$ cat src/rtl/pattern_dac_burst_if.sv
// Configuration/status bundle for pattern_dac_burst.
// The master side drives the burst request and settings; the slave side returns the DAC code and burst status.
interface pattern_dac_burst_if #(
  parameter int unsigned PAT_W = 32,
  parameter int unsigned DAC_W = 14,
  parameter int unsigned CNT_W = 16
);
  logic             start;
  logic             stop;
  logic [PAT_W-1:0] pat;
  logic [7:0]       pat_len;
  logic [CNT_W-1:0] bit_hold;
  logic [CNT_W-1:0] gap;
  logic [7:0]       burst_num;
  logic [DAC_W-1:0] dac_hi;
  logic [DAC_W-1:0] dac_lo;
  logic             pwm_out;
  logic [DAC_W-1:0] dac_data;
  logic             busy;
  logic             done;
  logic [7:0]       burst_cnt;

  modport master (
    output start, stop, pat, pat_len, bit_hold, gap, burst_num, dac_hi, dac_lo,
    input  pwm_out, dac_data, busy, done, burst_cnt
  );

  modport slave (
    input  start, stop, pat, pat_len, bit_hold, gap, burst_num, dac_hi, dac_lo,
    output pwm_out, dac_data, busy, done, burst_cnt
  );
endinterface

$ cat src/rtl/pattern_dac_burst.sv
// Serial pattern burst generator: replays a latched bit pattern with per-bit hold and
// inter-pattern gaps, and maps each bit to a DAC code one cycle later.
module pattern_dac_burst #(
  parameter int unsigned PAT_W = 32,
  parameter int unsigned DAC_W = 14,
  parameter int unsigned CNT_W = 16
) (
  input logic                clk,
  input logic                rst_n,
  pattern_dac_burst_if.slave bus
);
  localparam int unsigned BIT_W = (PAT_W > 1) ? $clog2(PAT_W) : 1;

  typedef enum logic [1:0] {S_IDLE, S_RUN, S_GAP, S_DONE} state_t;

  state_t           r_state;
  state_t           w_state_nxt;

  logic [PAT_W-1:0] r_pat;
  logic [BIT_W-1:0] r_last;
  logic [CNT_W-1:0] r_hold_max;
  logic [CNT_W-1:0] r_gap_len;
  logic [7:0]       r_burst_num;
  logic [DAC_W-1:0] r_dac_hi;
  logic [DAC_W-1:0] r_dac_lo;
  logic [BIT_W-1:0] r_bit;
  logic [CNT_W-1:0] r_hold;
  logic [CNT_W-1:0] r_gap_cnt;
  logic             r_stop_pend;
  logic             r_pwm;
  logic [DAC_W-1:0] r_dac;
  logic             r_busy;
  logic             r_done;
  logic [7:0]       r_burst_cnt;

  logic             w_accept;
  logic             w_hold_end;
  logic             w_pat_end;
  logic             w_gap_end;
  logic             w_end_burst;
  logic [7:0]       w_cnt_inc;
  logic [BIT_W-1:0] w_last_in;
  logic [PAT_W-1:0] w_pat_src;

  logic [BIT_W-1:0] w_bit_nxt;
  logic [CNT_W-1:0] w_hold_nxt;
  logic [CNT_W-1:0] w_gap_cnt_nxt;
  logic [7:0]       w_cnt_nxt;
  logic             w_pend_nxt;
  logic             w_pwm_nxt;
  logic [DAC_W-1:0] w_dac_nxt;
  logic             w_busy_nxt;
  logic             w_done_nxt;

  // Lengths of 0 or beyond the register width replay the whole register.
  assign w_last_in = ((bus.pat_len == 8'd0) || (32'(bus.pat_len) > PAT_W))
                     ? BIT_W'(PAT_W - 1) : BIT_W'(bus.pat_len - 8'd1);

  assign w_accept    = (r_state == S_IDLE) && bus.start;
  assign w_hold_end  = (r_hold == r_hold_max);
  assign w_pat_end   = (r_bit == r_last);
  assign w_gap_end   = (r_gap_cnt == (r_gap_len - CNT_W'(1)));
  assign w_cnt_inc   = (r_burst_cnt == 8'hFF) ? 8'hFF : (r_burst_cnt + 8'd1);
  assign w_end_burst = ((r_burst_num != 8'd0) && (w_cnt_inc == r_burst_num))
                       || r_stop_pend || bus.stop;
  assign w_pat_src   = w_accept ? bus.pat : r_pat;

  // State register.
  always_ff @(posedge clk or negedge rst_n) begin
    if (!rst_n) r_state <= S_IDLE;
    else        r_state <= w_state_nxt;
  end

  // Next-state logic.
  always_comb begin
    w_state_nxt = r_state;
    case (r_state)
      S_IDLE: if (bus.start) w_state_nxt = S_RUN;
      S_RUN: begin
        if (w_hold_end && w_pat_end) begin
          if (w_end_burst)              w_state_nxt = S_DONE;
          else if (r_gap_len != '0)     w_state_nxt = S_GAP;
        end
      end
      S_GAP: begin
        if (bus.stop)       w_state_nxt = S_DONE;
        else if (w_gap_end) w_state_nxt = S_RUN;
      end
      S_DONE:  w_state_nxt = S_IDLE;
      default: w_state_nxt = S_IDLE;
    endcase
  end

  // Counter and output next values; everything lands in registers below.
  always_comb begin
    w_bit_nxt     = r_bit;
    w_hold_nxt    = r_hold;
    w_gap_cnt_nxt = '0;
    w_cnt_nxt     = r_burst_cnt;
    w_pend_nxt    = r_stop_pend;
    case (r_state)
      S_IDLE: begin
        w_bit_nxt  = '0;
        w_hold_nxt = '0;
        w_pend_nxt = 1'b0;
        if (bus.start) w_cnt_nxt = '0;
      end
      S_RUN: begin
        if (bus.stop) w_pend_nxt = 1'b1;
        if (w_hold_end) begin
          w_hold_nxt = '0;
          w_bit_nxt  = w_pat_end ? '0 : (r_bit + BIT_W'(1));
          if (w_pat_end) w_cnt_nxt = w_cnt_inc;
        end else begin
          w_hold_nxt = r_hold + CNT_W'(1);
        end
      end
      S_GAP: begin
        w_bit_nxt     = '0;
        w_hold_nxt    = '0;
        w_gap_cnt_nxt = r_gap_cnt + CNT_W'(1);
      end
      S_DONE: begin
        w_bit_nxt  = '0;
        w_hold_nxt = '0;
        w_pend_nxt = 1'b0;
      end
      default: begin
        w_bit_nxt  = '0;
        w_hold_nxt = '0;
        w_pend_nxt = 1'b0;
      end
    endcase
    w_pwm_nxt  = (w_state_nxt == S_RUN) ? w_pat_src[w_bit_nxt] : 1'b0;
    w_busy_nxt = (w_state_nxt != S_IDLE);
    w_done_nxt = (w_state_nxt == S_DONE);
    // The code lags pwm by one cycle; a fresh start already uses the new low code.
    w_dac_nxt  = r_pwm ? r_dac_hi : (w_accept ? bus.dac_lo : r_dac_lo);
  end

  // Latched configuration.
  always_ff @(posedge clk or negedge rst_n) begin
    if (!rst_n) begin
      r_pat       <= '0;
      r_last      <= '0;
      r_hold_max  <= '0;
      r_gap_len   <= '0;
      r_burst_num <= '0;
      r_dac_hi    <= '0;
      r_dac_lo    <= '0;
    end else if (w_accept) begin
      r_pat       <= bus.pat;
      r_last      <= w_last_in;
      r_hold_max  <= bus.bit_hold;
      r_gap_len   <= bus.gap;
      r_burst_num <= bus.burst_num;
      r_dac_hi    <= bus.dac_hi;
      r_dac_lo    <= bus.dac_lo;
    end
  end

  // Counters and registered outputs.
  always_ff @(posedge clk or negedge rst_n) begin
    if (!rst_n) begin
      r_bit       <= '0;
      r_hold      <= '0;
      r_gap_cnt   <= '0;
      r_burst_cnt <= '0;
      r_stop_pend <= 1'b0;
      r_pwm       <= 1'b0;
      r_dac       <= '0;
      r_busy      <= 1'b0;
      r_done      <= 1'b0;
    end else begin
      r_bit       <= w_bit_nxt;
      r_hold      <= w_hold_nxt;
      r_gap_cnt   <= w_gap_cnt_nxt;
      r_burst_cnt <= w_cnt_nxt;
      r_stop_pend <= w_pend_nxt;
      r_pwm       <= w_pwm_nxt;
      r_dac       <= w_dac_nxt;
      r_busy      <= w_busy_nxt;
      r_done      <= w_done_nxt;
    end
  end

  assign bus.pwm_out   = r_pwm;
  assign bus.dac_data  = r_dac;
  assign bus.busy      = r_busy;
  assign bus.done      = r_done;
  assign bus.burst_cnt = r_burst_cnt;
endmodule

$ cat src/flat_wrapper.sv
// flat-port wrapper written by rule: the top's interface ports become plain ports
module pattern_dac_burst_flat 
#(
  parameter int unsigned PAT_W = 32,
  parameter int unsigned DAC_W = 14,
  parameter int unsigned CNT_W = 16
)
  (clk, rst_n, bus_start, bus_stop, bus_pat, bus_pat_len, bus_bit_hold, bus_gap, bus_burst_num, bus_dac_hi, bus_dac_lo, bus_pwm_out, bus_dac_data, bus_busy, bus_done, bus_burst_cnt);
  pattern_dac_burst_if #(.PAT_W(PAT_W), .DAC_W(DAC_W), .CNT_W(CNT_W)) bus_i ();
  input logic clk;
  input logic rst_n;
  input wire logic [$bits(bus_i.start)-1:0] bus_start;
  input wire logic [$bits(bus_i.stop)-1:0] bus_stop;
  input wire logic [$bits(bus_i.pat)-1:0] bus_pat;
  input wire logic [$bits(bus_i.pat_len)-1:0] bus_pat_len;
  input wire logic [$bits(bus_i.bit_hold)-1:0] bus_bit_hold;
  input wire logic [$bits(bus_i.gap)-1:0] bus_gap;
  input wire logic [$bits(bus_i.burst_num)-1:0] bus_burst_num;
  input wire logic [$bits(bus_i.dac_hi)-1:0] bus_dac_hi;
  input wire logic [$bits(bus_i.dac_lo)-1:0] bus_dac_lo;
  output wire logic [$bits(bus_i.pwm_out)-1:0] bus_pwm_out;
  output wire logic [$bits(bus_i.dac_data)-1:0] bus_dac_data;
  output wire logic [$bits(bus_i.busy)-1:0] bus_busy;
  output wire logic [$bits(bus_i.done)-1:0] bus_done;
  output wire logic [$bits(bus_i.burst_cnt)-1:0] bus_burst_cnt;
  assign bus_i.start = bus_start;
  assign bus_i.stop = bus_stop;
  assign bus_i.pat = bus_pat;
  assign bus_i.pat_len = bus_pat_len;
  assign bus_i.bit_hold = bus_bit_hold;
  assign bus_i.gap = bus_gap;
  assign bus_i.burst_num = bus_burst_num;
  assign bus_i.dac_hi = bus_dac_hi;
  assign bus_i.dac_lo = bus_dac_lo;
  assign bus_pwm_out = bus_i.pwm_out;
  assign bus_dac_data = bus_i.dac_data;
  assign bus_busy = bus_i.busy;
  assign bus_done = bus_i.done;
  assign bus_burst_cnt = bus_i.burst_cnt;
  pattern_dac_burst #(.PAT_W(PAT_W), .DAC_W(DAC_W), .CNT_W(CNT_W)) u_core (.clk(clk), .rst_n(rst_n), .bus(bus_i));
endmodule
$ cat config.mk
export PLATFORM = sky130hd
export DESIGN_NAME = pattern_dac_burst_flat
export DESIGN_NICKNAME = d
export VERILOG_FILES = /design/src/rtl/pattern_dac_burst_if.sv /design/src/rtl/pattern_dac_burst.sv /design/src/flat_wrapper.sv
export SDC_FILE = /design/constraint.sdc
export NUM_CORES = 1
export LEC_CHECK = 0
export CORE_UTILIZATION = 52
export CTS_BUF_LIST = sky130_fd_sc_hd__clkbuf_4 sky130_fd_sc_hd__clkbuf_8
export CTS_CLUSTER_SIZE = 40
export DETAILED_ROUTE_END_ITERATION = 7
export PLACE_DENSITY = 0.78
export SLEW_MARGIN = 10
export SYNTH_ARGS = -nofsm -noshare
export SYNTH_HDL_FRONTEND = slang
export SYNTH_SLANG_ARGS = --single-unit
export TNS_END_PERCENT = 30
$ cat constraint.sdc
create_clock -name clk -period 6.3 [get_ports clk]
set_input_delay 1.89 -clock clk [delete_from_list [all_inputs] [get_ports clk]]
set_output_delay 1.89 -clock clk [all_outputs]
set_load 0.01 [all_outputs]
==> results.py, run 1 <==
metrics = {
    "global_routing": {
        "grt_overflow_total": 0,
        "grt_first_pass_wirelength_um": 31150,
        "initial_antenna_violation_count": 0,
        "grt_use_total_pct": 23.71,
        "grt_max_degree": 103,
        "first_global_vias": 6505,
    },
    "pwr": {
        "vdd_drop_max_mv": 0.2393,
        "post_route_total_power_w": 0.003888,
        "power-per-cell-area_nw_per_um2": 374.5,
        "static_leak_nw": 4.867,
    },
    "hold_path": {
        "min-delay-start": "u_core.r_dac_hi[7]",
        "min_path_cells": 2,
        "hold_end": "u_core.r_dac_hi[7]",
        "hold_path_class": "register to register",
    },
    "worst_setup_path": {
        "r2r_cells": 11,
        "critPathCaptureType": "register",
        "worst_r2r_endpoint": "u_core.bus.pwm_out",
        "cpMaxStageDelayCell": "clkdlybuf4s50_1",
        "timing.critical_path.arrival_ps": 4260,
        "reg_to_reg_slack_setup_ps": 2740,
        "timing.critical_path.mode_cell": "nand2_1",
        "worst_ep_required_time_ps": 6660,
        "crit-reg2reg-launch": "u_core.r_hold[0]",
        "worst_setup_path_start_kind": "input port",
        "cp_cell_sequence": "clkdlybuf4s50_1 > nand2_4 > nand2_1 > nand2_1 > nor2_1 > nor3_1 > or4_1 > a31oi_1 > nor3b_2",
        "critical-path-max-stage-delay_ps": 550,
        "start_to_end_type_of_the_worst_setup_path": "input port to register",
        "critical_path_peak_fanout": 98,
    },
    "cts": {
        "maximum_level_of_the_cts_h_tree": 4,
        "clock_sinks": 170,
        "worst_skew_pair.late_latency_ps": 460,
        "post_cts_hold_buffer_count": 0,
        "post-cts-setup-buffers": 0,
        "post_cts.resized_instances": 0,
        "cts_max_path_buffers": 2,
        "cts_made_buffers": 17,
        "cts_tree": "yes",
        "clkTransAtPathRegs_ps": 90,
        "cts.root.buffer_cell": "clkbuf_8",
    },
    "timing": {
        "final.min_clock_period_ps": 3900,
        "final-max-slew-violation-count": 0,
        "finalSetupTns_ps": 0,
        "fmaxAchievable_ghz": 0.2564,
        "maxSlewHeadroom_pct": 30.58,
        "final_setup_slack_of_the_worst_path_ps": 2400,
        "worstMarginPinSlew_ps": 1041,
        "layout_worst_path_cycle_share_pct": 61.90,
        "timing.final.setup_violations": 0,
        "report.final.hold_viol_count": 0,
        "grt_setup_unrepaired": "no",
        "finClkSkew_ps": 13.61,
    },
    "finish": {
        "layout-area-overhead-vs-synth_pct": 22.72,
        "antenna_cells_inserted": 0,
        "finish.utilization_pct": 65.35,
        "final.fill_count": 1347,
        "post_route_cells_drive_above_1_share_pct": 6.108,
        "multi_input_area_um2": 3956,
        "area.sequential_um2": 4254,
        "final_nets": 1206,
    },
    "run": {
        "drv.max_cap_violation_count": 0,
    },
    "drt": {
        "postRouteWirelength_um": 18740,
        "routedWlPerCell_um": 14.27,
        "remaining_drc_errors": 0,
        "drt_pre_antenna_iters": 6,
        "route.antenna.remaining_nets": 0,
        "num_vias": 6918,
        "post_drt_via_cell_ratio": 5.269,
        "drt_iter0_drc": 357,
    },
    "yosys": {
        "syn-mean-instance-area_um2": 8.748,
        "synthesized_nets": 1089,
        "yosysUniqueCellTypes": 60,
        "yosysTopAreaCellShare_pct": 50.29,
        "number_of_instances_in_the_synthesized_netlist": 967,
        "synthMostInstantiatedCell": "nand2_1",
        "synth_edf_count": 0,
        "yosysWarnings": 0,
        "synth_area_leader_cell": "dfrtp_1",
        "synth_seq_cells": 170,
        "async_reset_ff_share_pct": 100.0,
        "yosys_most_used_dff": "dfrtp_1",
        "ys_seq_area_share_pct": 50.29,
        "netlist_top_cells_area": "dfrtp_1, nand2_1, xor2_1",
        "synth_cell_area_um2": 8459,
        "ys_top_cells_by_count": "nand2_1, dfrtp_1, nor2_1, xor2_1, clkbuf_1",
    },
    "floorplanning": {
        "coreArea_um2": 15890,
        "io_pins": 137,
        "die-area_um2": 16780,
        "initial_cell_density_of_the_core_pct": 53.25,
        "placementRows": 46,
        "dieWidth_um": 129.5,
        "chipHeight_um": 129.5,
    },
    "outcome": {
        "status": "finished clean",
    },
    "place": {
        "dp.final_hpwl_um": 12840,
        "pre_cts_slack_ps": 1879,
        "port-buffer-count": 136,
        "gp_congestion": 0.8387,
    },
}
[how the worst max path moves through the flow]
stage               from                  to  slack [ps]  cells after the start
4_1_cts        bus_start  u_core.bus.pwm_out        2370                     10
6_report       bus_start  u_core.bus.pwm_out        2400                      9
3_5_place_dp   bus_start  u_core.bus.pwm_out        1880                      9
2_1_floorplan  bus_start  u_core.bus.pwm_out        2850                     11
3_3_place_gp   bus_start  u_core.bus.pwm_out        1900                      9
5_1_grt        bus_start  u_core.bus.pwm_out        2150                     10
[report_power, final]
group / internal [W] / switching (W) / leakage [nW]
combinational: 0.000608 / 0.000750 / 2.50
clock: 0.000383 / 0.000412 / 0.203
sequential: 0.00147 / 0.000268 / 2.16
[worst max-delay path: cells and delay by family]
kind / cells / cell delay (ps)
buffers and inverters: 1 / 550
AND/OR/NAND/NOR: 7 / 1590
AO/OA/AOI/OAI: 1 / 210
[cell usage in the layout (no fill, tap or decap), types with 3 or more instances in the layout]
master	n
nand2b_1	6
nand3b_1	3
ha_1	10
xnor2_1	25
dfrtp_1	170
mux2_2	15
clkdlybuf4s50_1	135
a22o_1	4
clkinvlp_4	3
clkbuf_8	19
o211ai_1	5
nor2_1	65
buf_4	5
or4_1	3
a21oi_1	35
nor4_1	9
and3_1	8
o21a_1	4
o21ai_0	27
clkinv_2	3
mux2i_1	19
inv_1	23
nor3_1	19
or3_1	9
xor2_1	44
nand3_1	31
nand2_1	326
nand4_1	12
a31oi_1	5
and2_1	3
[area by class of cell]
class	count	area share (%)
Timing Repair Buffer	141	13.49
Inverter	25	0.9039
Clock buffer	20	2.591
Multi-Input combinational cell	729	38.11
Clock inverter	12	1.326
Tap cell	216	2.603
Sequential cell	170	40.98
[flip-flops by register name, summed over array words and instances (netlist names), 8 cells and up]
signal / flops
u_core.bus.dac_data: 14
u_core.r_dac_hi: 14
u_core.r_gap_len: 16
u_core.r_hold_max: 16
u_core.r_pat: 32
u_core.r_burst_num: 8
u_core.r_hold: 16
u_core.bus.burst_cnt: 8
u_core.r_gap_cnt: 16
u_core.r_dac_lo: 14
[through the flow]
| stage | std cells | hold slack, ps | cell area [um2] |
|---|---|---|---|
| 4_1_cts | 1313 | 477.9 | 10380 |
| 5_1_grt | 1313 | 498.4 | 10380 |
| 3_5_place_dp | 1281 | 456.8 | 9975 |
| 6_report | 1313 | 472.9 | 10380 |
| 3_3_place_gp | 1281 | 451.5 | 9975 |
| 2_1_floorplan | 967 | 437.2 | 8459 |
[layer usage]
metal  vias up  global-route usage (%)  routed length [um]
li1       3427                       -                   -
met1      3307                   32.03                8626
met2       168                   38.65                9118
met3        16                   4.913                 738
met4         0                   7.114                 260
met5         -                       0                   0
[cell families (layout without fill, tap and decap cells)]
kind of cell / count (synthesis) / count (layout) / share of synthesized area, %
xor+xnor: 69 / 69 / 7.144
buf+inv: 68 / 198 / 3.062
compound gates: 101 / 101 / 7.321
mux: 35 / 35 / 4.408
simple gates: 514 / 514 / 26.30
fa+ha+maj: 10 / 10 / 1.479
flops: 170 / 170 / 50.29
No activity file was read; power rests on OpenSTA's default activity.
==> run 2, diff against run 1 <==
- CORE_UTILIZATION: 52 -> 50
- clock period: 6.3 -> 3.5 ns (I/O delays scaled with it)
==> run 2 against run 1 <==
Against the previous run:
- via count increased by 1.1%
- sequential cell count unchanged
- critical path type is now register to register
- sequential share of layout area shrank 0.45 points
- utilization shrank 1.8 points
- routed wire length grew 2.4%
- largest cell class unchanged
- cell area is 1.1% higher
==> results.py, run 2 (synthesis gave the netlist of run 1 again) <==
metrics = {
    "finish": {
        "most_common_cell_after_layout_fill_and_taps_aside": "nand2_1",
        "finish.utilization_pct": 63.53,
        "final.fill_count": 1383,
        "commonest_cells_after_routing_fill_and_taps_aside": "nand2_1, dfrtp_1, clkdlybuf4s50_1",
        "final_nets": 1219,
        "layout-area-overhead-vs-synth_pct": 24.09,
        "largest_register_ffs": 32,
        "antenna_cells_inserted": 0,
        "post_route_cells_drive_above_1_share_pct": 7.207,
        "finalInstanceArea_um2": 10500,
        "largest-register": "u_core.r_pat",
    },
    "drt": {
        "postRouteWirelength_um": 19190,
        "drt_iter0_drc": 437,
        "remaining_drc_errors": 0,
        "route.antenna.remaining_nets": 0,
        "routedWlPerCell_um": 14.43,
        "num_vias": 6992,
        "post_drt_via_cell_ratio": 5.257,
        "drt_pre_antenna_iters": 4,
    },
    "global_routing": {
        "grt_overflow_total": 0,
        "grt_first_pass_wirelength_um": 33230,
        "grt_max_degree": 77,
        "initial_antenna_violation_count": 0,
        "grt_use_total_pct": 23.63,
        "first_global_vias": 6952,
    },
    "floorplanning": {
        "dieWidth_um": 132.1,
        "io_pins": 137,
        "placementRows": 47,
        "coreArea_um2": 16520,
        "die-area_um2": 17440,
        "chipHeight_um": 132.1,
        "initial_cell_density_of_the_core_pct": 51.19,
    },
    "cts": {
        "post-cts-setup-buffers": 0,
        "cts_tree": "yes",
        "cts.root.buffer_cell": "clkbuf_8",
        "post_cts.resized_instances": 0,
        "worst_skew_pair.late_latency_ps": 470,
        "cts_made_buffers": 17,
        "maximum_level_of_the_cts_h_tree": 4,
        "post_cts_hold_buffer_count": 0,
        "clkTransAtPathRegs_ps": 100,
        "cts_max_path_buffers": 2,
        "clock_sinks": 170,
    },
    "place": {
        "dp.final_hpwl_um": 13700,
        "port-buffer-count": 136,
        "gp_congestion": 0.8389,
        "placement.cell_area_um2": 10090,
        "pre_cts_slack_ps": 260.7,
    },
    "worst_setup_path": {
        "critPathCaptureType": "register",
        "start_to_end_type_of_the_worst_setup_path": "register to register",
        "critical_path_peak_fanout": 7,
        "timing.critical_path.arrival_ps": 3440,
        "worst_setup_path_start_kind": "register",
        "worst_ep_required_time_ps": 3890,
    },
    "pwr": {
        "vdd_drop_max_mv": 0.3630,
        "power-per-cell-area_nw_per_um2": 669.7,
        "static_leak_nw": 4.935,
    },
    "timing": {
        "finalSetupTns_ps": 0,
        "final-max-slew-violation-count": 0,
        "maxSlewHeadroom_pct": 65.76,
        "grt_setup_unrepaired": "no",
        "worstMarginPinSlew_ps": 512.3,
        "fmaxAchievable_ghz": 0.3281,
        "report.final.hold_viol_count": 0,
        "final_setup_slack_of_the_worst_path_ps": 452.6,
        "timing.final.setup_violations": 0,
        "finClkSkew_ps": 13.87,
        "layout_worst_path_cycle_share_pct": 87.07,
        "final.min_clock_period_ps": 3047,
    },
    "outcome": {
        "status": "finished clean",
    },
    "run": {
        "drv.max_cap_violation_count": 0,
    },
    "hold_path": {
        "hold_path_class": "register to register",
    },
}
## run 2: changes by cell type in the layout (fill, tap and decap cells not counted), moves of 2 or more
cell,delta
clkinv_8,+2
inv_6,+4
clkinv_4,+2
clkinvlp_4,-2
clkinv_2,-3
buf_4,+12
clkbuf_8,-2
## run 2: stage by stage
stage | instances | power [W] | hold slack [ps]
after global routing | 1330 | 0.007579 | 502.1
final | 1330 | 0.007030 | 475.5
after global placement | 1298 | 0.005554 | 448.3
after detailed placement | 1298 | 0.005660 | 458.8
after floorplan | 967 | 0.004747 | 437.2
after CTS | 1330 | 0.007097 | 482.9
## run 2: per-layer routing
metal | GRT usage [%] | wire, um | share of wire, % | up-vias
met5 | 0 | 0 | 0 | -
met4 | 8.463 | 358 | 1.9 | 0
met3 | 4.844 | 815 | 4.2 | 24
met2 | 38.74 | 9479 | 49 | 136
met1 | 31.15 | 8533 | 44 | 3367
li1 | - | - | - | 3465
## run 2: layout make-up
class,instances,area (um2),share of cell area [%]
tap,220,275.3,2.622
multi-input combinational,729,3956,37.69
clock inverter,15,173.9,1.657
clock buffer,17,234.0,2.229
inverter,25,93.84,0.8939
sequential,170,4254,40.52
timing repair buffer,154,1510,14.39
## run 2: path summary, 6_finish.rpt
path | startpoint | endpoint | slack (ps) | depth (start not counted)
max reg2reg | u_core.r_gap_len[9] | u_core.bus.pwm_out | 450 | 9
max | u_core.r_gap_len[9] | u_core.bus.pwm_out | 450 | 9
max in group asynchronous | rst_n | u_core.r_hold[5] | 2180 | 2
min reg2reg | u_core.r_dac_hi[7] | u_core.r_dac_hi[7] | 480 | 2
min | u_core.r_dac_hi[7] | u_core.r_dac_hi[7] | 480 | 2
min in group asynchronous | rst_n | u_core.r_gap_cnt[10] | 510 | 1
## run 2: report_power, final
group          leakage, nW  switching, W  internal [W]
logic                 2.57       0.00138       0.00113
registers             2.16      0.000464       0.00264
clock network        0.204      0.000810      0.000603
total                 4.94       0.00265       0.00438
## run 2: critical path: stages, from the launching register on
cell and delay [ps]:
dfrtp_1 460, or4_4 580, or4_1 400, a221o_1 350
nor4_1 290, nand4b_1 200, o311a_1 340, o21ai_2 70
nand2_2 110, nor3b_2 160
==> RTL change: new RTL, settings of run 1 <==
`CNT_W` is set to 16 in 3 places; all go to 14.
--- a/src/rtl/pattern_dac_burst_if.sv
+++ b/src/rtl/pattern_dac_burst_if.sv
@@ -3,7 +3,7 @@
 interface pattern_dac_burst_if #(
   parameter int unsigned PAT_W = 32,
   parameter int unsigned DAC_W = 14,
-  parameter int unsigned CNT_W = 16
+  parameter int unsigned CNT_W = 14
 );
   logic             start;
   logic             stop;
--- a/src/rtl/pattern_dac_burst.sv
+++ b/src/rtl/pattern_dac_burst.sv
@@ -3,7 +3,7 @@
 module pattern_dac_burst #(
   parameter int unsigned PAT_W = 32,
   parameter int unsigned DAC_W = 14,
-  parameter int unsigned CNT_W = 16
+  parameter int unsigned CNT_W = 14
 ) (
   input logic                clk,
   input logic                rst_n,
--- a/src/flat_wrapper.sv
+++ b/src/flat_wrapper.sv
@@ -3,7 +3,7 @@
 #(
   parameter int unsigned PAT_W = 32,
   parameter int unsigned DAC_W = 14,
-  parameter int unsigned CNT_W = 16
+  parameter int unsigned CNT_W = 14
 )
   (clk, rst_n, bus_start, bus_stop, bus_pat, bus_pat_len, bus_bit_hold, bus_gap, bus_burst_num, bus_dac_hi, bus_dac_lo, bus_pwm_out, bus_dac_data, bus_busy, bus_done, bus_burst_cnt);
   pattern_dac_burst_if #(.PAT_W(PAT_W), .DAC_W(DAC_W), .CNT_W(CNT_W)) bus_i ();
Interface: changed (resized bus_bit_hold and bus_gap); port bits go from 137 to 133. No check against the original RTL was run, so the function may have changed too.
==> RTL change against run 1 <==
Wire length fell by 0.93%. Sequential cell count decreased by 8. Critical endpoint unchanged. Synthesized cell count shrank 8.5%. Count of clock-buffer cells in the layout is 3 lower. Worst setup slack got worse by 97 ps. Largest cell class unchanged. Cell area decreased by 3.6%. Highest routed layer unchanged. Area after synthesis shrank 3.7%. Critical path depth stayed put. Critical path type unchanged. Power down 2.1%.
==> RTL change: results (changes against run 1) <==
dp_hpwl_um: 12800  # about the same
status: "complete, no violations"  # unchanged
peakVddDrop_mv: 0.222  # was 0.239 mV
cts_buffers: 17  # unchanged
seq_area_frac_synth_pct: 49.8  # was 50.3%
largest_reg_flops: 32  # unchanged
worstPathMaxFanout: 72  # was 98
cap_violations: 0  # unchanged
gp_congestion: 0.836  # was 0.839
cts_setup_buffers: 0  # unchanged
rr_worst_depth: 11  # unchanged
tightest_slew_ps: 763  # was 1040 ps
synth_cell_types: 76  # was 60
ys.flop_type: "dfrtp_1"  # unchanged
viasPerCell: 5.30  # was 5.27
layout-drive-gt1-share_pct: 8.06  # was 6.11%
clockBufferDepth: 2  # unchanged
cts_resized: 0  # unchanged
grt_pass1_vias: 6220  # was 6505
yosysWarnings: 0  # unchanged
cts_root_buf: "clkbuf_8"  # unchanged
internal_power_mw: 2.36  # was 2.46 mW
fillCellCount: 1257  # was 1347
nNetsFinal: 1122  # was 1206
regMostFlops: "u_core.r_pat"  # unchanged
totalWireLength_um: 18600  # was 18700 um
track_usage_pct: 24.0  # was 23.7%
portBuffers: 132  # was 136
clock_skew_ps: 15.5  # was 13.6 ps
grt_max_degree: 81  # was 103
path_clk_slew_ps: 100
yosys-top-cells-count: "nand2_1, dfrtp_1, nor2_1, xor2_1, xnor2_1"  # was nand2_1, dfrtp_1, nor2_1, xor2_1, clkbuf_1
synth_area_leaders: "dfrtp_1, nand2_1, xor2_1, xnor2_1, mux2_2"  # was dfrtp_1, nand2_1, xor2_1, nor2_1, xnor2_1
async_flop_share_pct: 100  # unchanged
synthesis.nets: 1003  # was 1089
first_pass_iters: 5  # was 6
grt_pass1_wl_um: 30500  # was 31200 um
p_leak_nw: 4.68  # was 4.87 nW
htree_levels: 4  # unchanged
num_antenna_cells: 0  # unchanged
drt_iter0_drc: 365  # was 357
crit_arrival_ps: 4370  # was 4260 ps
[RTL change: power by group through the flow]
stage	registers (mW)	logic (mW)	clock network, mW
floorplan	1.64	0.945	0
global placement	1.70	1.31	0
detailed placement	1.70	1.35	0
CTS	1.69	1.36	0.779
global route	1.74	1.51	0.820
finish	1.69	1.35	0.762
[RTL change: area by class of cell]
class	count	area share, %
Tap cell	211	2.64
Sequential cell	162	40.5
Clock inverter	15	1.61
Multi-Input combinational cell	664	38.5
Clock buffer	17	2.34
Timing Repair Buffer	136	13.5
Inverter	23	0.875
[RTL change: cell families (layout without fill, tap and decap cells)]
kind of cell	count (synthesis)	count (layout)	share of synthesized area, %
AOI/OAI and AO/OA	96	96	8.44
xor gates and xnor gates	71	71	7.81
adders and majority gates	10	10	1.54
buffers and inverters	59	191	3.00
DFF	162	162	49.8
muxes	29	29	4.15
and+or+nand+nor	458	458	25.3
[RTL change: final timing paths]
kind / startpoint / slack, ps / endpoint
worst max-delay path: bus_start / 2300 / u_core.bus.pwm_out
min in group asynchronous: rst_n / 1470 / u_core.r_gap_cnt[9]
worst min-delay path: u_core.r_dac_lo[5] / 480 / u_core.r_dac_lo[5]
worst max register to register: u_core.r_state[1] / 2740 / u_core.bus.pwm_out
max in group asynchronous: rst_n / 3790 / u_core.r_hold_max[7]
worst min register to register: u_core.r_dac_lo[5] / 480 / u_core.r_dac_lo[5]
[RTL change: per-stage QoR]
| step | cells | cell area (um2) | worst slack, ps | hold WS (ps) | power (mW) |
|---|---|---|---|---|---|
| final | 1228 | 10000 | 2300 | 477 | 3.80 |
| after global routing | 1228 | 10000 | 2130 | 495 | 4.07 |
| after CTS | 1228 | 10000 | 2320 | 481 | 3.83 |
| after detailed placement | 1196 | 9610 | 1860 | 455 | 3.05 |
| after global placement | 1196 | 9610 | 1890 | 449 | 3.01 |
| after floorplan | 885 | 8140 | 2730 | 433 | 2.58 |
[RTL change: layer usage]
metal  track usage (%)  vias up  part of all wire [%]
met1              33.8     3159                    48
li1                  -     3186                     -
met4              5.18        0                  0.57
met3              5.32        7                   4.9
met2              38.3      160                    47
met5                 0        -                     0
[RTL change: critical path, cell delays in order]
cell and delay, ps:
clkdlybuf4s50_1 560, and2_4 660, nand2_1 120, nand2_1 120, nor2_1 50, o311ai_0 410, o211ai_1 140, a21boi_1 160
a211oi_2 220
